### src/rtl/lifo_arb.sv
// Round-robin arbiter sharing one lifo stack between N_REQ requesters.
// Pushes/pops are granted one per cycle; tagged responses follow one cycle after the grant.
module lifo_arb #(
    parameter int N_REQ  = 2,
    parameter int DATA_W = 10,
    parameter int ID_W   = (N_REQ > 1) ? $clog2(N_REQ) : 1
) (
    input  logic                    clk,
    input  logic                    reset,
    input  logic [N_REQ-1:0]        req_push,
    input  logic [N_REQ-1:0]        req_pop,
    input  logic [N_REQ*DATA_W-1:0] req_data,
    output logic [N_REQ-1:0]        gnt,
    output logic                    rsp_valid,
    output logic [ID_W-1:0]         rsp_id,
    output logic [DATA_W-1:0]       rsp_data,
    output logic                    rsp_err,
    input  logic                    flush,
    output logic                    flush_busy,
    output logic                    lifo_write,
    output logic                    lifo_read,
    output logic [DATA_W-1:0]       lifo_datain,
    input  logic [DATA_W-1:0]       lifo_dataout,
    input  logic                    lifo_full,
    input  logic                    lifo_empty
);

    typedef enum logic [0:0] {
        ST_ARB   = 1'b0,
        ST_FLUSH = 1'b1
    } state_t;

    state_t            state_q, state_d;
    logic [ID_W-1:0]   rr_ptr_q, rr_ptr_d;
    logic              flush_busy_q, flush_busy_d;
    logic              rsp_valid_q, rsp_valid_d;
    logic [ID_W-1:0]   rsp_id_q, rsp_id_d;
    logic              rsp_err_q, rsp_err_d;
    logic              pop_ok_q, pop_ok_d;

    logic [N_REQ-1:0]  eligible_s;
    logic              found_s;
    logic [ID_W-1:0]   winner_s;

    // Rotating priority search: lowest offset from rr_ptr among eligible requesters wins.
    always_comb begin
        int idx;
        idx        = 0;
        eligible_s = req_push | req_pop;
        found_s    = 1'b0;
        winner_s   = {ID_W{1'b0}};
        for (int k = N_REQ - 1; k >= 0; k--) begin
            idx = int'(rr_ptr_q) + k;
            if (idx >= N_REQ) begin
                idx = idx - N_REQ;
            end else begin
                idx = idx;
            end
            if (eligible_s[idx]) begin
                found_s  = 1'b1;
                winner_s = ID_W'(idx);
            end else begin
                found_s  = found_s;
            end
        end
    end

    // Next-state, grant and stack strobe decode; everything stays idle while reset is high.
    always_comb begin
        state_d      = state_q;
        rr_ptr_d     = rr_ptr_q;
        flush_busy_d = flush_busy_q;
        rsp_valid_d  = 1'b0;
        rsp_id_d     = rsp_id_q;
        rsp_err_d    = 1'b0;
        pop_ok_d     = 1'b0;
        gnt          = {N_REQ{1'b0}};
        lifo_write   = 1'b0;
        lifo_read    = 1'b0;
        lifo_datain  = {DATA_W{1'b0}};
        if (reset) begin
            state_d = ST_ARB;
        end else begin
            case (state_q)
                ST_ARB: begin
                    if (flush) begin
                        state_d      = ST_FLUSH;
                        flush_busy_d = 1'b1;
                    end else if (found_s) begin
                        gnt[winner_s] = 1'b1;
                        rsp_valid_d   = 1'b1;
                        rsp_id_d      = winner_s;
                        if (winner_s == ID_W'(N_REQ - 1)) begin
                            rr_ptr_d = {ID_W{1'b0}};
                        end else begin
                            rr_ptr_d = winner_s + ID_W'(1'b1);
                        end
                        // Push takes precedence; a simultaneous pop waits for a later round.
                        if (req_push[winner_s]) begin
                            if (!lifo_full) begin
                                lifo_write  = 1'b1;
                                lifo_datain = req_data[int'(winner_s)*DATA_W +: DATA_W];
                            end else begin
                                rsp_err_d = 1'b1;
                            end
                        end else begin
                            if (!lifo_empty) begin
                                lifo_read = 1'b1;
                                pop_ok_d  = 1'b1;
                            end else begin
                                rsp_err_d = 1'b1;
                            end
                        end
                    end else begin
                        state_d = ST_ARB;
                    end
                end
                ST_FLUSH: begin
                    if (lifo_empty) begin
                        state_d      = ST_ARB;
                        flush_busy_d = 1'b0;
                    end else begin
                        lifo_read = 1'b1;
                    end
                end
                default: begin
                    state_d      = ST_ARB;
                    flush_busy_d = 1'b0;
                end
            endcase
        end
    end

    // State, round-robin pointer and response registers.
    always_ff @(posedge clk or posedge reset) begin
        if (reset) begin
            state_q      <= ST_ARB;
            rr_ptr_q     <= {ID_W{1'b0}};
            flush_busy_q <= 1'b0;
            rsp_valid_q  <= 1'b0;
            rsp_id_q     <= {ID_W{1'b0}};
            rsp_err_q    <= 1'b0;
            pop_ok_q     <= 1'b0;
        end else begin
            state_q      <= state_d;
            rr_ptr_q     <= rr_ptr_d;
            flush_busy_q <= flush_busy_d;
            rsp_valid_q  <= rsp_valid_d;
            rsp_id_q     <= rsp_id_d;
            rsp_err_q    <= rsp_err_d;
            pop_ok_q     <= pop_ok_d;
        end
    end

    // Stack output is itself registered, so popped data is steered straight through.
    always_comb begin
        if (pop_ok_q) begin
            rsp_data = lifo_dataout;
        end else begin
            rsp_data = {DATA_W{1'b0}};
        end
    end

    assign rsp_valid  = rsp_valid_q;
    assign rsp_id     = rsp_id_q;
    assign rsp_err    = rsp_err_q;
    assign flush_busy = flush_busy_q;

endmodule

### config.mk
export PLATFORM = sky130hd
export DESIGN_NAME = lifo_arb
export DESIGN_NICKNAME = d
export VERILOG_FILES = /design/src/rtl/lifo_arb.sv
export SDC_FILE = /design/constraint.sdc
export NUM_CORES = 1
export LEC_CHECK = 0
export BUFFER_PORTS_ARGS = -buffer_cell sky130_fd_sc_hd__buf_2
export CELL_PAD_IN_SITES_DETAIL_PLACEMENT = 1
export CELL_PAD_IN_SITES_GLOBAL_PLACEMENT = 2
export CORE_MARGIN = 5
export CORE_UTILIZATION = 14
export CTS_CLUSTER_SIZE = 30
export DETAILED_ROUTE_END_ITERATION = 10
export MAX_ROUTING_LAYER = met4
export PLACE_DENSITY = 0.8
export SYNTH_ARGS = -nofsm -noshare
export SYNTH_HDL_FRONTEND = slang
export SYNTH_SLANG_ARGS = --single-unit
### constraint.sdc
create_clock -name clk -period 1.3 [get_ports clk]
set_input_delay 0.195 -clock clk [delete_from_list [all_inputs] [get_ports clk]]
set_output_delay 0.195 -clock clk [all_outputs]
set_load 0.01 [all_outputs]
==> metrics.sh <==
DRV_SLEW=0
DP_CELLS=215
MIN_PERIOD_OVER_PERIOD_PCT=132
CORE_REGION_AREA_MM2=0.00441
DETAIL_ROUTE.WL_PER_CELL_UM=14.7
POWER.COMBINATIONAL.FRACTION_PCT=53.0
SYNTH_TOP_AREA_SHARE_PCT=27.1
GRT_START_MAX_NET_PINS=13
POWER.NET_SWITCHING_mW=0.466
DETAILROUTE.VIA_COUNT=995
VIAS_PER_CELL=4.42
CTS_BUFFER_DEPTH=2
WORST_HOLD_PATH_TYPE='in -> async'
FINCLKSKEW_PS=4.51
PERIOD_MINUS_SLACK_PS=1720
CRITICAL_PATH.REG2REG.ENDPOINT='rsp_err'
TOTAL_DRC_ERRORS_IN_THE_ROUTED_LAYOUT=0
WORST_EP_REQUIRED_TIME_PS=1110
POWER.CLOCK.FRACTION_PCT=23.4
MAX_CAPACITANCE_VIOLATION_COUNT=0
GRT_ANTENNA_BEFORE_REPAIR=0
GLOBAL_ROUTE.USAGE.TOTAL_PCT=11.0
DPL-INSTANCE-AREA_MM2=0.00124
YS.WARNINGS.COUNT=0
DIEHEIGHT_UM=78.0
VDD.IR_DROP.WORST_V=0.000267
TIGHTESTPINTRANSITION_PS=323
SYNTH_CELL_TYPE_COUNT=25
POSTLAYOUTCELLAREA_MM2=0.00140
CTS_TREE='yes'
POST_SYNTH_TOP_FLOP='sky130_fd_sc_hd__dfrtp_1'
GRT_OVERFLOW_TOTAL=0
SYNTH_SEQ_AREA_SHARE_PCT=27.1
POSTSYNTHCELLCOUNT=82
VIOLATIONS='setup timing'
SYNTH_FP_NETS=121
P_INT_mW=0.826
WORSTSETUPSTARTPOINTTYPE='flop'
NUMBER_OF_CLOCK_SINKS=7
FINAL_CELL_COUNT_NO_FILL=225
CTSHTREEMAXLEVEL=1
POWER_DENSITY_mW_PER_MM2=921
PORT-BUFFER-COUNT=66
CTS_MADE_BUFFERS=3
STATIC_POWER_DUE_TO_LEAKAGE_nW=0.725
CP-ENDPOINT='lifo_datain[7]'
SYNTH_AREA_LEADERS='sky130_fd_sc_hd__dfrtp_1 27%, sky130_fd_sc_hd__a211oi_1 13%, sky130_fd_sc_hd__and2_1 9.7%, sky130_fd_sc_hd__o21ai_0 9.3%, sky130_fd_sc_hd__nand3_1 7.7%'
PLACE.GP.CONGESTION=0.812
CLOCK_ROOT_BUFFER_MASTER='sky130_fd_sc_hd__clkbuf_8'
CLKSLEWWORSTSETUPHOLDPATHS_PS=40
REG2REG_SLACK_PS=-70
FINAL_UTIL_PCT=31.8
HPWL_UM=2660
INITIAL_CORE_UTILIZATION_PCT=14.7
RSZ0062_AT_GRT='true'
SYNTHDOMINANTAREACELLTYPE='sky130_fd_sc_hd__dfrtp_1'
FMAX_MHz=581
CLOCK_INSERTION_DELAY_WORST_SKEW_PS=230
PWR-SHARE-SEQ_PCT=23.6
DIODES=0
OUTCOME='finished with violations'
SLEW_HEADROOM_PCT=78.4
WORST-R2R-CELL-COUNT=6
MAPPEDNETLISTAREA_UM2=647
CRITICALPATHCATEGORY='reg -> out'
POST_SYNTHESIS_SEQUENTIAL_ELEMENT_COUNT=7
SYNTH_EDF_COUNT=0
CRITICAL_PATH_ARRIVAL_PS=1530
FIN_WORST_HOLD_SLACK_PS=25.5
CRIT_PATH_START='rr_ptr_q'
ROUTED_WL_UM=3300
ASYNCSETRESETFLOPFRACSYNTH_PCT=100
PIN_COUNT=67
ANT_NETS_AFTER_ROUTE=0
WORST_SETUP_PATH_END_KIND='output port'
NUMBER_OF_ENDPOINTS_WITH_NEGATIVE_HOLD_SLACK_IN_THE_FINAL_REPORT=0
CTS_HOLD_REPAIR.BUFFERS=0
TIMING.FINAL.SETUP_VIOLATIONS=16
NUM_ROWS=24
DETAILEDROUTE.FIRSTITERATIONVIOLATIONS=15
SWITCHING_SHARE_PCT=36.1
FIN_WS_PS=-420
SYN2LAYOUT_AREA_GROWTH_PCT=117
LAYOUT_COMMON_CELLS='65 x sky130_fd_sc_hd__buf_2, 22 x sky130_fd_sc_hd__buf_4, 12 x sky130_fd_sc_hd__o21ai_0'
NNETSFINAL=213
SYNTHESIS.AREA_PER_INSTANCE_UM2=7.89
GRT_FIRST_PASS_WIRELENGTH_UM=5380
MAXIMUM_NET_FANOUT_ON_THE_CRITICAL_PATH=6
FIRST_GLOBAL_VIAS=1077
DRT-PASS1-ITER-COUNT=4
FINAL_COMMON_CELL='sky130_fd_sc_hd__buf_2'
FLOORPLAN.DIE.WIDTH_UM=78.0
WORST_R2R_START='rr_ptr_q'
DRIVE_GT1_SHARE_PCT=68.2
DIE-AREA_MM2=0.00608
cells in the mapped netlist, types with 3 or more instances:
| master | number |
|---|---|
| sky130_fd_sc_hd__inv_1 | 6 |
| sky130_fd_sc_hd__and2_1 | 10 |
| sky130_fd_sc_hd__a211oi_1 | 11 |
| sky130_fd_sc_hd__nor2_1 | 6 |
| sky130_fd_sc_hd__clkbuf_1 | 3 |
| sky130_fd_sc_hd__o21ai_0 | 12 |
| sky130_fd_sc_hd__nand3_1 | 10 |
| sky130_fd_sc_hd__dfrtp_1 | 7 |
routing by layer:
metal | share of wire (%) | GRT usage (%) | wire length (µm)
met4 | 0.36 | 1.52 | 12
met1 | 42 | 13.0 | 1380
met2 | 48 | 18.4 | 1590
met5 | 0 | - | 0
met3 | 9.5 | 3.82 | 313
worst min-delay path by stage:
stage	slack (ps)	depth (start not counted)	start	to
detailed placement	260	3	reset	state_q
CTS	20	3	reset	state_q
global placement	260	3	reset	state_q
floorplan	40	1	reset	flush_busy
finish	30	3	reset	state_q
global route	50	3	reset	state_q
sequential cells by signal (all words and copies together) (netlist names):
register / count
flush_busy: 1
pop_ok_q: 1
rsp_valid: 1
state_q: 1
rr_ptr_q: 1
rsp_err: 1
rsp_id: 1
final cells by class:
cell class | instances | area, µm²
fill | 558 | 3010
timing repair buffer | 91 | 548
multi-input combinational | 65 | 547
sequential | 7 | 176
tap | 52 | 65.1
clock buffer | 4 | 45.0
inverter | 6 | 22.5
cells by family after synthesis:
kind of cell	after synthesis	synth area share, %
multiplexers	2	3.87
AND/OR/NAND/NOR	31	26.3
buffers and inverters	11	7.74
AO/OA/AOI/OAI	31	35.0
flip-flops	7	27.1
power groups by stage:
stage | Sequential [mW] | Combinational [mW] | Clock (mW)
finish | 0.305 | 0.684 | 0.303
global route | 0.312 | 0.754 | 0.322
CTS | 0.297 | 0.662 | 0.310
detailed placement | 0.288 | 0.579 | 0
global placement | 0.282 | 0.572 | 0
floorplan | 0.290 | 0.299 | 0
per-stage QoR:
step	power (mW)	setup TNS, ps	setup WS (ps)
after detailed placement	0.866	-4060	-345
final	1.29	-5330	-420
after global routing	1.39	-6660	-501
after floorplan	0.589	-1190	-122
after CTS	1.27	-5330	-418
after global placement	0.854	-2890	-251
worst max-delay path: stages (launching register included):
cell and delay [ps]:
sky130_fd_sc_hd__dfrtp_2 450, sky130_fd_sc_hd__a21boi_4 200, sky130_fd_sc_hd__o221ai_4 150, sky130_fd_sc_hd__buf_6 160, sky130_fd_sc_hd__a211oi_2 170, sky130_fd_sc_hd__buf_2 170
timing repair:
item,in CTS,in global routing
buffers inserted,4,1
endpoints found under the setup margin,16,17
pin swaps,2,1
resized for setup,11,5
cloned,1,0
(Power assumes the default switching activity.)
